===== config.mk =====
export PLATFORM = sky130hd
export DESIGN_NAME = johnson_decode
export DESIGN_NICKNAME = d
export VERILOG_FILES = /design/src/rtl/johnson_checker_pkg.sv /design/src/rtl/johnson_decode.sv
export SDC_FILE = /design/constraint.sdc
export NUM_CORES = 1
export LEC_CHECK = 0
export CORE_AREA = 2 2 39 41
export DETAILED_ROUTE_END_ITERATION = 7
export DIE_AREA = 0 0 41 43
export SYNTH_ARGS = -nofsm -noshare
export SYNTH_HDL_FRONTEND = slang
export SYNTH_SLANG_ARGS = --single-unit
export TNS_END_PERCENT = 1

===== constraint.sdc =====
create_clock -name vclk -period 2.8
set_clock_uncertainty 0.1 [all_clocks]
set_input_delay 0.56 -clock vclk [all_inputs]
set_output_delay 0.56 -clock vclk [all_outputs]
set_load 0.03 [all_outputs]

===== src/rtl/johnson_checker_pkg.sv =====
// ============================================================================
// johnson_checker_pkg : FSM state encodings and Johnson-code helper functions
// Revision 1.0 - initial release
// ============================================================================
`default_nettype none

package johnson_checker_pkg;

  typedef enum logic [1:0] {
    SEARCH  = 2'd0,
    ACQUIRE = 2'd1,
    LOCKED  = 2'd2
  } state_t;

  // Bits needed to index the 2*width states of a width-bit Johnson sequence.
  function automatic int phase_bits(input int width);
    return (2 * width > 1) ? $clog2(2 * width) : 1;
  endfunction

  // Canonical Johnson word for phase k (width is at most 63).
  function automatic logic [63:0] johnson_pattern(input int width, input int k);
    logic [63:0] ones;
    ones = (64'd1 << width) - 64'd1;
    if (k <= width) begin
      return (64'd1 << k) - 64'd1;
    end
    return ones & ~((64'd1 << (k - width)) - 64'd1);
  endfunction

endpackage

`default_nettype wire


===== src/rtl/johnson_decode.sv =====
// ============================================================================
// johnson_decode : combinational map from a Johnson word to {legal, phase}
// Revision 1.0 - initial release
// ============================================================================
`default_nettype none

module johnson_decode
  import johnson_checker_pkg::*;
#(
  parameter int WIDTH = 8
) (
  input  logic [WIDTH-1:0]             count,
  output logic                         is_legal,
  output logic [phase_bits(WIDTH)-1:0] phase_idx
);

  localparam int PW = phase_bits(WIDTH);

  logic [2*WIDTH-1:0] w_match;

  for (genvar k = 0; k < 2 * WIDTH; k++) begin : g_phase
    localparam logic [WIDTH-1:0] PAT = WIDTH'(johnson_pattern(WIDTH, k));
    assign w_match[k] = (count == PAT);
  end

  // Legal words are one-hot in w_match, so OR-ing the indices encodes them.
  always_comb begin
    is_legal  = |w_match;
    phase_idx = '0;
    for (int k = 0; k < 2 * WIDTH; k++) begin
      if (w_match[k]) begin
        phase_idx = phase_idx | PW'(k);
      end
    end
  end

endmodule

`default_nettype wire


# Word level (Yosys, flattened, before mapping)

Index checks and enable logic that the tools add are counted.

Flip-flop bits (word level): 0
Input port bits: 8
Output and inout port bits: 5

Eq/ne operators: 15
Muxes and demuxes: 15
Reduce and logical (&&, ||, !) cells: 2

Operators with widths:

| kind               | count |
|---|---|
| $eq 8x8->1 const B | 8 |
| $mux 4             | 8 |
| $reduce_or 16->1   | 1 |
| $mux 3             | 4 |
| $eq 8x1->1 const B | 1 |
| $eq 8x2->1 const B | 1 |
| $eq 8x3->1 const B | 1 |
| $eq 8x4->1 const B | 1 |
| $eq 8x5->1 const B | 1 |
| $eq 8x6->1 const B | 1 |
| $eq 8x7->1 const B | 1 |
| $logic_not 8->1    | 1 |
| $mux 2             | 2 |
| $mux 1             | 1 |

# Longest topological paths before layout

Gate-level depths: netlist (run 1).

Word-level depth: 16
Mapped depth: 5
Mapped depth without buffers: 4

# Worst setup path after synthesis (run 1)

Ideal clock, no wire load.

Path kind: input-to-output
Start point: input count[5]
End point: output phase_idx[0]
Data arrival time: 1.836 ns
Slack: 0.304 ns
Stages on the path: 4
Path buffers: 1
Path through: buf_2 -> nor4_1 -> a31oi_1 -> o21ai_0

Cells in the longest elaborated chain, start to end: 16
Elaborated cells on any way between the ends: 23

RTL lines:

| item                | RTL line             | RTL |
|---|---|---|
| from (decl)         | johnson_decode.sv:12 | `input logic [WIDTH-1:0] count,` |
| $eq 8x1->1          | johnson_decode.sv:23 | `assign w_match[k] = (count == PAT);` |
| $mux 1              | johnson_decode.sv:31 | `if (w_match[k]) begin` |
| $mux 2 (2 in a row) | johnson_decode.sv:31 |  |
| $mux 3 (4 in a row) | johnson_decode.sv:31 |  |
| $mux 4 (7 in a row) | johnson_decode.sv:31 |  |
| $mux 4 (*)          | johnson_decode.sv:31 |  |
| to (decl)           | johnson_decode.sv:14 | `output logic [phase_bits(WIDTH)-1:0] phase_idx` |

Mark *: on every way between the ends. The rest lies on a longest branch, timed or not.

# Worst setup path after layout (run 1)

Start point: input count[4]
End point: output is_legal

Cells in the longest elaborated chain, start to end: 2
Elaborated cells on any way between the ends: 17

RTL lines:

| item                               | RTL line             | RTL |
|---|---|---|
| $eq 8x1->1 (tied with other cells) | johnson_decode.sv:23 |  |
| $reduce_or 16->1 (*)               | johnson_decode.sv:28 | `is_legal = \|w_match;` |
| to (decl)                          | johnson_decode.sv:13 | `output logic is_legal,` |

Marks and branches as above.

==> impl_metrics.yaml, run 1 <==
logic_synthesis:
  synthSimpleGateAreaFrac_pct: 46.4
  synth_xor_area_share_pct: 8.33
  yosysTopAreaCell: "nor3_1"
  synth_warnings: 0
  synth_top_family_by_area: "simple AND/OR/NAND/NOR gates"
  yosysSeqAreaShare_pct: 0
  synth.area.mux_share_pct: 0
  syn_avg_cell_area_um2: 6.18
  yosysTopAreaCellShare_pct: 9.52
  synthTopCellsByArea: "nor3_1 9.5%, a211o_1 8.3%, o21ai_0 7.1%, inv_1 5.4%, nor2_1 5.4%"
  netlist_instances: 34
  synthesis.nets: 42
  synthAdderAreaFrac_pct: 0
  synth_compound_area_share_pct: 37.5
  yosysUniqueCellTypes: 22
  synth_area_um2: 210
worst_setup_path:
  cpPeakStageDelay_ps: 540
  critPathRequiredTime_ps: 2140
  end_kind: "primary output"
  cp_max_fo: 4
  criticalPathCategory: "primary input to primary output"
  crit_chain: "clkdlybuf4s50_1 > nand2b_1 > nor2_2 > o32a_4 > a211o_1 > buf_6"
  arrival_ps: 2050
  cp_slowest_cell: "clkdlybuf4s50_1"
  setup.worst_path.start_class: "primary input"
pwr:
  power_density_nw_per_um2: 125
  ir_worst_vdd_mv: 0.0462
  p_leak_uw: 0.000217
  total_power_uw: 55.9
finish:
  final_cell_mix: "11 x buf_4, 4 x nor3_1, 4 x dlymetal6s2s_1, 4 x clkdlybuf4s50_1"
  numSequentialCells: 0
  finalNonFillerCells: 70
  nets: 64
  seqCellArea_um2: 0
  n_antenna_cell: 0
  final_util_pct: 32.3
  syn_to_final_growth_pct: 112
  drive_gt1_share_pct: 35.2
  fillers: 159
  clkbuf_count: 0
  layout_commonest_cell: "buf_4"
  multi_input_area_um2: 220
route:
  drtIter0Drc: 3
  first_pass_iters: 4
  routed_wl_um: 754
  drc: 0
  vias: 331
  routedWlPerCell_um: 10.8
  viasPerCell: 4.73
  ant_nets: 0
floorplan:
  boundaryPins: 13
  start_util_pct: 15.2
  fp.dieArea_um2: 1760
  rows: 14
  core-area_um2: 1380
  fp.dieH_um: 43
  dieWidth_um: 41
timing:
  fmax_ghz: 0.369
  whs_ps: 1640
  finalCriticalPeriod_ps: 2710
  slew_violations: 0
  finalCritPeriodShare_pct: 96.7
  hold_viol_final: 0
  rsz0062_at_grt: "no"
  slew_headroom_pct: 79.6
  setup_violations: 0
  timing.setup.tns_ps: 0
  tightest_slew_ps: 303
run:
  maxCapViolations: 0
placed_design:
  dp.cells: 69
  port-buffer-count: 13
  gp_congestion: 0.790
  dpl.hpwl_um: 580
hold_path:
  hold_path.class: "primary input to primary output"
clock_network:
  ctsHoldBuffers: 0
global_route:
  grt_use_total_pct: 8.89
  grt_pass1_vias: 301
  grt_start_max_net_pins: 7
  grt_first_pass_wirelength_mm: 1.19
  antenna_found_initial: 0
  grt-ovfl-total: 0
run_status:
  outcome: "completed"
synth_stat cells (2+ instances only):
cell type / count
a211o_1: 2
a21oi_1: 2
nand2_1: 2
inv_1: 3
nor3_1: 4
o21ai_0: 3
nor2_1: 3
layout make-up:
class	instances	share of cell area (%)
multi-input combinational	30	49.3
inverter	3	2.52
tap	16	4.48
timing repair buffer	21	43.7
layer usage:
layer / global-route usage [%] / share of wire, %
met5: 0 / 0
met4: 0 / 0
met3: 0 / 4.6
met2: 15.3 / 47
met1: 12.7 / 49
final timing paths:
path,from,to,depth (start not counted)
hold / removal,count[0],phase_idx[0],4
setup / recovery,count[4],is_legal,6
cells by family after synthesis:
group / count (synthesis)
AOI/OAI and AO/OA: 11
xor gates and xnor gates: 2
buffers and inverters: 4
and+or+nand+nor: 17
critical path, delay by kind of cell:
family	cells	cell delay [ps]
AOI/OAI and AO/OA	2	590
buffers and inverters	2	680
and+or+nand+nor	2	210
stage by stage:
step	cell area [um^2]	setup slack, ps
final	447	92.0
after global routing	447	43.5
after CTS	404	-6.92
after detailed placement	395	-33.0
after global placement	395	-21.6
after floorplan	210	304
power by group:
group / switching [uW] / leakage, uW / internal, uW
combinational: 27.2 / 0.000217 / 28.6
clock: 0 / 0 / 0
sequential: 0 / 0 / 0
repair_timing:
action | CTS | global route
setup buffers | 0 | 1
pin swaps | 1 | 3
cloned | 0 | 0
endpoints found under the setup margin | 2 | 5
gates resized for setup | 2 | 8
No activity file was read; power rests on OpenSTA's default activity.
==> run 2: changes to the inputs <==
--- a/config.mk
+++ b/config.mk
@@ -5,9 +5,11 @@
 export SDC_FILE = /design/constraint.sdc
 export NUM_CORES = 1
 export LEC_CHECK = 0
+export CAP_MARGIN = 20
 export CORE_AREA = 2 2 39 41
 export DETAILED_ROUTE_END_ITERATION = 7
 export DIE_AREA = 0 0 41 43
+export PLACE_DENSITY = 0.4
 export SYNTH_ARGS = -nofsm -noshare
 export SYNTH_HDL_FRONTEND = slang
 export SYNTH_SLANG_ARGS = --single-unit
==> run 2 against run 1 <==
Net effect: core utilization fell by 1.1 points; worst setup slack worse by 89 ps; count of clock-buffer cells in the layout stayed put; worst hold slack better by 250 ps; global-route usage rose by 0.21 points; highest routed layer is now met4.
==> impl_metrics.yaml, run 2 (synthesis gave the netlist of run 1 again) <==
worst_setup_path:
  critPathRequiredTime_ps: 2140
  cp-endpoint: "is_legal"
  crit_chain: "clkdlybuf4s50_1 > or4_4 > nor3_4 > o32a_2 > a211o_1 > buf_4"
  criticalPathCategory: "primary input to primary output"
  cp_max_fo: 4
  arrival_ps: 2140
  cpPeakStageDelay_ps: 550
  end_kind: "primary output"
  setup.worst_path.start_class: "primary input"
  crit_path_start: "count[1]"
  cp_slowest_cell: "or4_4"
finish:
  numSequentialCells: 0
  clkbuf_count: 0
  final_cell_mix: "14 x buf_4, 8 x clkdlybuf4s50_1, 3 x inv_1, 3 x nor3_1, 3 x o21ai_0"
  n_antenna_cell: 0
  finalNonFillerCells: 71
  design_area_um2: 432
  layout_commonest_cell: "buf_4"
  nets: 65
  drive_gt1_share_pct: 38.2
  syn_to_final_growth_pct: 105
  seqCellArea_um2: 0
  final_util_pct: 31.2
route:
  routedWlPerCell_um: 10.8
  viasPerCell: 4.82
  ant_nets: 0
  first_pass_iters: 2
  drc: 0
  drtIter0Drc: 14
  routed_wl_um: 770
  vias: 342
run_status:
  outcome: "completed"
floorplan:
  rows: 14
  core-area_um2: 1380
  fp.dieArea_um2: 1760
  boundaryPins: 13
  start_util_pct: 15.2
  fp.dieH_um: 43
  dieWidth_um: 41
pwr:
  p_seq_share_pct: 0
  pwr-share-comb_pct: 100.0
  netSwitchingPower_uw: 27.4
  p_int_uw: 29.4
  clkPwrFrac_pct: 0
  p_leak_uw: 0.000179
  ir_worst_vdd_mv: 0.0434
  power_density_nw_per_um2: 132
  swShare_pct: 48.2
global_route:
  grt_use_total_pct: 9.10
  grt_start_max_net_pins: 6
  grt_first_pass_wirelength_mm: 1.19
  antenna_found_initial: 0
  grt_pass1_vias: 296
  grt-ovfl-total: 0
placed_design:
  dpl_cell_area_um2: 410
  port-buffer-count: 13
  dpl.hpwl_um: 652
  dp.cells: 71
  gp_congestion: 0.801
timing:
  slew_violations: 0
  whs_ps: 1890
  rsz0062_at_grt: "yes"
  timing.setup.tns_ps: 0
  hold_viol_final: 0
  fmax_ghz: 0.358
  finalCritPeriodShare_pct: 99.9
  finalCriticalPeriod_ps: 2800
  setup_violations: 0
  slew_headroom_pct: 76.5
  tightest_slew_ps: 349
hold_path:
  hp-start: "count[5]"
  hold_path.class: "primary input to primary output"
clock_network:
  cts_setup_buffers: 0
run:
  maxCapViolations: 0
-- run 2: power by group through the flow --
stage	Clock, uW	Sequential, uW	Combinational [uW]
final	0	0	56.8
after global placement	0	0	55.5
after CTS	0	0	55.4
after floorplan	0	0	21.5
after detailed placement	0	0	54.5
after global routing	0	0	61.1
-- run 2: final cells by class --
type / instances / area, um^2
fillers: 153 / 952
well taps: 16 / 20.0
multi-input cells: 30 / 215
inverters: 3 / 11.3
repair buffers: 22 / 185
-- run 2: critical path: cells and delay by family --
kind | cells | cell delay [ps]
AOI/OAI and AO/OA | 2 | 270
buffers and inverters | 2 | 610
and+or+nand+nor | 2 | 700
-- run 2: metal layers --
| layer | track usage, % | share of wire [%] | up-vias |
|---|---|---|---|
| met5 | 0 | 0 | - |
| met4 | 2.00 | 2.3 | 0 |
| met3 | 0 | 0.91 | 2 |
| met2 | 15.9 | 56 | 3 |
| met1 | 11.7 | 41 | 161 |
| li1 | - | - | 176 |
-- run 2: worst min path at each step --
stage	endpoint	cells past startpoint
2_1_floorplan	is_legal	1
3_3_place_gp	phase_idx[1]	3
3_5_place_dp	phase_idx[1]	3
4_1_cts	phase_idx[1]	3
5_1_grt	phase_idx[1]	3
6_report	phase_idx[1]	3
-- run 2: repair_timing --
| action | 4_1_cts | 5_1_grt |
|---|---|---|
| pin swaps | 0 | 1 |
| gates resized for setup | 1 | 3 |
| setup endpoints to repair | 1 | 4 |
| hold buffers | 0 | 0 |
-- run 2: stage by stage --
step                      power (uW)  worst slack, ps
after floorplan                 21.5              304
after global placement          55.5            -17.1
after detailed placement        54.5            -2.50
final                           56.8             3.01
after CTS                       55.4             2.98
after global routing            61.1            -59.4
